File: src/rtl/if_fetch_stage.sv
// if_fetch_stage: program counter plus IF/ID pipeline register.
// Drives a word-aligned fetch address to a combinational instruction memory
// and captures the returned word together with its PC+4 for the ID stage.
//
// Control inputs are level requests sampled on each rising edge. There is no
// valid/ready handshake. Priority per edge is:
//   reset > redirect > stall > flush > normal fetch.
// A bubble is instr=0 (nop) with valid=0; the PC+4 field keeps its last value.
module if_fetch_stage #(
  parameter logic [31:0] RESET_PC   = 32'h0000_0000,
  parameter int          IMEM_WORDS = 32,
  parameter int          CNT_W      = 16
) (
  input  logic             clk_i,
  input  logic             rst_i,
  input  logic             stall_i,
  input  logic             flush_i,
  input  logic             branch_taken_i,
  input  logic [31:0]      branch_target_i,
  input  logic [31:0]      instr_i,
  output logic [31:0]      pc_o,
  output logic [31:0]      if_id_pc_plus4_o,
  output logic [31:0]      if_id_instr_o,
  output logic             if_id_valid_o,
  output logic             addr_err_o,
  output logic [CNT_W-1:0] fetch_count_o
);

  // The memory size in bytes is held in 33 bits so a memory that fills the
  // whole 32-bit space does not overflow the comparison.
  localparam logic [32:0] IMEM_BYTES = 33'(IMEM_WORDS) * 33'd4;
  localparam logic [CNT_W-1:0] CNT_MAX = {CNT_W{1'b1}};
  localparam logic [CNT_W-1:0] CNT_ONE = {{(CNT_W-1){1'b0}}, 1'b1};

  logic [31:0] pc_next_seq;
  logic        fetch_in_range;
  logic        target_misaligned;

  // Next sequential PC wraps modulo 2^32. The range check uses the current PC.
  always_comb begin
    pc_next_seq       = pc_o + 32'd4;
    fetch_in_range    = ({1'b0, pc_o} < IMEM_BYTES);
    target_misaligned = (branch_target_i[1:0] != 2'b00);
  end

  // PC, IF/ID slot, sticky error flag and fetch counter, all updated together.
  always_ff @(posedge clk_i) begin
    if (rst_i) begin
      pc_o             <= RESET_PC;
      if_id_pc_plus4_o <= 32'h0000_0000;
      if_id_instr_o    <= 32'h0000_0000;
      if_id_valid_o    <= 1'b0;
      addr_err_o       <= 1'b0;
      fetch_count_o    <= '0;
    end else if (branch_taken_i) begin
      // A redirect wins over stall and flush. The low address bits are
      // dropped, and a misaligned target is reported.
      pc_o          <= {branch_target_i[31:2], 2'b00};
      if_id_instr_o <= 32'h0000_0000;
      if_id_valid_o <= 1'b0;
      if (target_misaligned) begin
        addr_err_o <= 1'b1;
      end
    end else if (stall_i) begin
      // The PC holds. The slot also holds unless a flush arrives at the same
      // time, in which case the slot becomes a bubble.
      if (flush_i) begin
        if_id_instr_o <= 32'h0000_0000;
        if_id_valid_o <= 1'b0;
      end
    end else if (flush_i) begin
      pc_o          <= pc_next_seq;
      if_id_instr_o <= 32'h0000_0000;
      if_id_valid_o <= 1'b0;
    end else begin
      pc_o <= pc_next_seq;
      if (fetch_in_range) begin
        if_id_pc_plus4_o <= pc_next_seq;
        if_id_instr_o    <= instr_i;
        if_id_valid_o    <= 1'b1;
        if (fetch_count_o != CNT_MAX) begin
          fetch_count_o <= fetch_count_o + CNT_ONE;
        end
      end else begin
        // Out-of-range fetch: whatever memory returned is discarded, a bubble
        // is captured, and the PC still advances.
        if_id_instr_o <= 32'h0000_0000;
        if_id_valid_o <= 1'b0;
        addr_err_o    <= 1'b1;
      end
    end
  end

endmodule

File: config.mk
export PLATFORM = sky130hd
export DESIGN_NAME = if_fetch_stage
export DESIGN_NICKNAME = d
export VERILOG_FILES = /design/src/rtl/if_fetch_stage.sv
export SDC_FILE = /design/constraint.sdc
export NUM_CORES = 1
export LEC_CHECK = 0
export BUFFER_PORTS_ARGS = -buffer_cell sky130_fd_sc_hd__buf_2
export CAP_MARGIN = 15
export CORE_UTILIZATION = 35
export DETAILED_ROUTE_END_ITERATION = 10
export GPL_TIMING_DRIVEN = 0
export HOLD_SLACK_MARGIN = 0.08
export PLACE_DENSITY_LB_ADDON = 0.08
export SLEW_MARGIN = 20
export SYNTH_ARGS = -nofsm -noshare
export SYNTH_HDL_FRONTEND = slang
export SYNTH_SLANG_ARGS = --single-unit
File: constraint.sdc
create_clock -name clk_i -period 5.9 [get_ports clk_i]
set_input_delay 0.59 -clock clk_i [delete_from_list [all_inputs] [get_ports clk_i]]
set_output_delay 0.59 -clock clk_i [all_outputs]
set_load 0.02 [all_outputs]
After elaboration in Yosys (flattened, before gate mapping)
Cells that the tools add are included.
{"block": "word_totals", "elab_cells": 39, "mem_bits_ro": 0, "inputBits": 69, "n_memories": 0, "reg_bits": 114, "latchBits": 0, "ramBits": 0}
{"block": "op_classes", "n_addsub": 2, "n_bitwise": 3, "div_mod_pow": 0, "n_eq_ne": 6, "multipliers": 0, "order_cmp": 1, "n_mux": 15, "n_reduce_logical": 5, "n_shift": 0}
{"cell": "32-bit 2-to-1 mux", "count": 6}
{"cell": "32-bit by 3-bit adder with 32-bit output, second input constant", "count": 1}
{"cell": "32-bit by 8-bit < comparator with 1-bit output, second input constant", "count": 1}
{"cell": "16-bit by 1-bit adder with 16-bit output, second input constant", "count": 1}
{"cell": "16-bit inequality test, second input constant", "count": 1}
{"cell": "1-bit 2-to-1 mux", "count": 9}
{"cell": "2-bit by 1-bit inequality test with 1-bit output, second input constant", "count": 4}
{"cell": "4-bit AND reduction", "count": 2}
{"cell": "5-bit AND reduction", "count": 1}
{"cell": "1-bit inverter", "count": 3}
{"cell": "2-bit inequality test, second input constant", "count": 1}
{"cell": "2-bit nonzero test", "count": 1}
{"cell": "2-bit OR reduction", "count": 1}

Depth between registers and ports, before layout
{"block": "logic_depth", "word_depth": 5, "depth_mapped": 8}

Worst setup path before layout
No wires, ideal clock.
{"block": "synth_timing", "path_kind": "reg-to-reg", "startpoint": "register fetch_count_o[0]", "endpoint": "register fetch_count_o[9]", "setup_ns": 0.121, "path_buffers": 1, "path_stages_with_launch": 8, "required_time_ns": 5.779, "synth_period_minus_slack_ns": 2.196, "slack_ns": 3.704, "arrival_time_ns": 2.075, "path_cell_list": "dfxtp_1 ha_1 inv_1 or4_4 nor3_4 buf_4 nor4_1 mux2_2"}
{"block": "synth_via", "elab_chain_len": 2, "elab_cells_between_ends": 3}
{"item": "start, declared", "line": "26", "text": "output logic [CNT_W-1:0] fetch_count_o"}
{"item": "start signal, assigned", "line": "82", "text": "fetch_count_o <= fetch_count_o + CNT_ONE;"}
{"item": "parallel branches: the longest is 2 deep, another holds 16-bit by 1-bit adder with 16-bit output"}
Several ways; the timed one is not identified.
A chain may end at the register's enable or synchronous reset.

Final worst setup path
{"block": "layout_timing", "startpoint": "register pc_o[27]", "endpoint": "register if_id_instr_o[2]"}
{"block": "layout_via", "elab_chain_len": 4}
{"item": "start, declared", "line": "21", "text": "output logic [31:0] pc_o,"}
{"item": "start signal, assigned", "line": "58", "text": "pc_o <= {branch_target_i[31:2], 2'b00};"}
{"item": "start signal, assigned", "line": "72", "text": "pc_o <= pc_next_seq;"}
{"item": "start signal, assigned", "line": "76", "text": "pc_o <= pc_next_seq;"}
{"item": "32-bit by 8-bit < comparator with 1-bit output", "line": "42", "text": "fetch_in_range = ({1'b0, pc_o} < IMEM_BYTES);"}
{"item": "32-bit 2-to-1 mux", "line": "77", "text": "if (fetch_in_range) begin"}
{"item": "32-bit 2-to-1 mux", "line": "71", "text": "end else if (flush_i) begin"}
{"item": "32-bit 2-to-1 mux", "line": "64", "text": "end else if (stall_i) begin"}
{"item": "end signal, assigned", "line": "79", "text": "if_id_instr_o <= instr_i;"}
{"item": "end, declared", "line": "23", "text": "output logic [31:0] if_id_instr_o,"}
No other way between the ends.

==> metrics.sh <==
WORST_PATH_DOMINANT_CELL_FAMILY='simple AND/OR/NAND/NOR gates'
MIN_DELAY_WORST_ENDPOINT='if_id_pc_plus4_o[17]$_SDFFE_PP0P_'
GRT_SETUP_UNREPAIRED='false'
CRIT_REQUIRED_PS=6190
CRIT_PATH_CELL_TRACE='nor4_1 > nand4_1 > nor4_2 > clkbuf_1 > a22oi_1 > nor2_1'
REPORT.POWER.TOTAL_mW=1.55
YS_DOMINANT_REG_CELL='dfxtp_1'
SYNTH_COMMON_CELLS='dfxtp_1, nor2_1, a22oi_1'
CTS.HOLD.BUFFERS_ADDED=0
GRT_PASS1_WL_MM=21.9
CTS_ROOT_BUFFER='clkbuf_16'
SYNTH_AREA_SQ_UM=4730
FP.COREAREA_SQ_UM=13200
LAYOUT.CORE_UTILIZATION=0.466
WL_MM=13.7
HOLD_DEPTH=1
PATH_CLASS='reg2reg'
CTS_BUFFERS=9
FRACTION_OF_SYNTHESIS_FLOPS_USING_AN_ASYNCHRONOUS_SET_OR_RESET_PIN=0
DRC_VIOLATIONS_LEFT=0
DRTANTENNAVIOLNETS=0
MIN_PERIOD_OVER_PERIOD=0.425
SYNTH_EDF_COUNT=0
SYNTHMOSTINSTANTIATEDCELL='dfxtp_1'
POST_CTS_RESIZED=0
SYNTHTOPCELLSBYAREA='dfxtp_1, nor2_1, a22oi_1, xnor2_1, and2_1'
FINALMAXSLEWVIOLATIONS=0
RUN_STATUS='complete, no violations'
CPMAXSTAGEDELAYCELL='nor4_2'
POST-SYNTH-TOP-AREA-FRACTION=0.466
SETUP_SLACK_PS=3390
CTS-ROOT-TO-SINK-BUFFERS=2
TIMING.SETUP.TNS_PS=0
SETUP_VIOLATIONS=0
SYN_INST=534
AREA_DELTA_SYNTH_FINAL_PCT=30.1
LEAKAGE_nW=2.59
DETAILROUTE.VIA_COUNT=4581
CLK_TRANSITION_REPORTED_PATHS_PS=80
YS_SEQ_ELEMENTS=110
WORST-SLEW-PIN-TRANSITION_PS=789
POST_CTS_BUFFERS=0
PLACE_WORST_SETUP_SLACK_PS=3360
CLOCK.FMAX_MHz=399
DRT-VIAS-PER-INSTANCE=5.06
SYNTH_TOP_AREA_CELL='dfxtp_1'
GRT_START_MAX_NET_PINS=19
NUMBER_OF_CORE_ROWS=42
YS_WARN_COUNT=0
SYNTH_CELL_TYPE_COUNT=48
DIODES=0
GR_USAGE_TOTAL=0.196
HOLD_STARTPOINT='if_id_pc_plus4_o[17]$_SDFFE_PP0P_'
SYNTH_SEQUENTIAL_AREA_RATIO=0.466
GRT.OVERFLOW.TOTAL=0
INITIAL_CORE_UTIL=0.358
GP_CONGESTION=0.852
FINALHOLDVIOLCOUNT=0
SYN_AVG_CELL_AREA_SQ_UM=8.85
CLK-INSERTION-DELAY-LATE_PS=350
FIN_CRIT_PS=2510
TIMING.MAX_SLEW.REL_SLACK=0.469
DP_HPWL_MM=10.3
NNETSFINAL=796
CP_MAX_FO=10
IO_BUFFERS=177
VDD_IR_DROP_MAX_V=0.000109
CHIPHEIGHT_UM=118
REGTOREGSTARTPOINT='pc_o[27]$_SDFFE_PP0N_'
ROUTE.DETAILED.WL_PER_INST_UM=15.1
HTREEDEPTH=3
CRIT_PATH_BUF_INV_COUNT=1
WORST_R2R_ENDPOINT='if_id_instr_o[2]$_SDFFE_PP0P_'
POST-PLACE-CELLS=890
DRT_PASS1_ITERATIONS=4
SLOWEST_STAGE_DELAY_CP_PS=730
R2R_SLACK_PS=3390
CTS_TREE='yes'
STARTPOINT_TYPE='flip-flop'
FIRST_GLOBAL_VIAS=4295
HOLD_CLASS='reg2reg'
FINISH.CELL_COUNT_WITHOUT_FILLERS=906
DRT_ITER0_MARKERS=284
MAXCAPVIOLATIONS=0
ANTENNA_VIOLATIONS_BEFORE_REPAIR=0
FINAL_LAYOUT_SIZE_SUFFIX_GT1_FRAC=0.301
POWER-PER-CELL-AREA_nW_PER_UM2=251
CP_DATA_ARRIVAL_TIME_PS=2790
FIN_WORST_SKEW_PS=7.98
NUM_IO_PINS=183
R2R.WORST_PATH.CELLS=6
DIE-AREA_SQ_UM=14000
CTS.SINK_COUNT=110
DIEWIDTH_UM=118
CRITPATHCAPTURETYPE='flip-flop'
-- routing by layer --
| layer | wire length [um] | vias to the layer above | global-route usage |
|---|---|---|---|
| li1 | - | 2281 | - |
| met1 | 6180 | 2139 | 0.250 |
| met2 | 6330 | 147 | 0.315 |
| met3 | 976 | 14 | 0.0579 |
| met4 | 189 | 0 | 0.0665 |
| met5 | 0 | - | 0 |
-- report_power, final --
| part | switching, mW | total [mW] | internal (mW) |
|---|---|---|---|
| Combinational | 0.0835 | 0.139 | 0.0553 |
| Clock | 0.283 | 0.629 | 0.346 |
| Sequential | 0.0223 | 0.778 | 0.756 |
-- worst max-delay path by stage --
stage	start	endpoint	cells after the start
2_1_floorplan	fetch_count_o[0]$_SDFFE_PP0P_	fetch_count_o[9]$_SDFFE_PP0P_	7
3_5_place_dp	stall_i	pc_o[22]$_SDFFE_PP0N_	7
5_1_grt	pc_o[8]$_SDFFE_PP0N_	if_id_instr_o[15]$_SDFFE_PP0P_	7
6_report	pc_o[27]$_SDFFE_PP0N_	if_id_instr_o[2]$_SDFFE_PP0P_	6
3_3_place_gp	stall_i	pc_o[22]$_SDFFE_PP0N_	7
4_1_cts	pc_o[8]$_SDFFE_PP0N_	if_id_instr_o[2]$_SDFFE_PP0P_	7
-- placed cells by master (no fill, tap or decap), drive strengths merged, types with 4 or more instances in the layout --
| cell | count |
|---|---|
| dfxtp | 110 |
| conb | 4 |
| clkbuf | 37 |
| nand3 | 16 |
| mux2 | 7 |
| nand4 | 15 |
| and4 | 5 |
| a21oi | 24 |
| nand2 | 27 |
| a211oi | 17 |
| buf | 193 |
| a22oi | 32 |
| inv | 14 |
| and3 | 7 |
| and2 | 25 |
| or4 | 6 |
| xor2 | 6 |
| nor3 | 8 |
| nor2 | 76 |
| a31oi | 4 |
| nor2b | 8 |
| or3 | 4 |
| nor4 | 22 |
| o31ai | 4 |
| xnor2 | 24 |
| o21ai | 6 |
-- per-stage QoR --
step / hold slack, ps / cell area [sq um]
2_1_floorplan: 533 / 4740
6_report: 455 / 6150
5_1_grt: 464 / 6150
3_3_place_gp: 438 / 5840
4_1_cts: 459 / 6150
3_5_place_dp: 439 / 5840
-- flip-flops by register name (all words and copies together), names as in the netlist --
signal	cells
if_id_instr_o	32
fetch_count_o	16
if_id_pc_plus4_o	30
addr_err_o	1
pc_o	30
if_id_valid_o	1
-- worst register-to-register path, stage by stage (launching register included) --
cell	delay [ps]
dfxtp_1	380
nor4_1	360
nand4_1	290
nor4_2	730
clkbuf_1	440
a22oi_1	130
nor2_1	120
-- kinds of logic (layout without fill, tap and decap cells) --
logic type / after synthesis / in the layout / synth area share
xor gates and xnor gates: 30 / 30 / 0.0556
and+or+nand+nor: 231 / 231 / 0.263
muxes: 10 / 10 / 0.0230
other: 1 / 4 / 0.000793
buffers and inverters: 53 / 246 / 0.0492
adders and majority gates: 2 / 2 / 0.00529
AOI/OAI and AO/OA: 97 / 97 / 0.138
DFF: 110 / 110 / 0.466
-- layout make-up --
type / count / area, sq um
inverter: 11 / 41.3
tap: 176 / 220
clock inverter: 5 / 63.8
clock buffer: 11 / 243
fill: 1320 / 7040
multi-input combinational: 374 / 2300
timing repair buffer: 177 / 886
buffer: 42 / 191
sequential: 110 / 2200
Note: power is estimated with default switching activity, not from simulation.
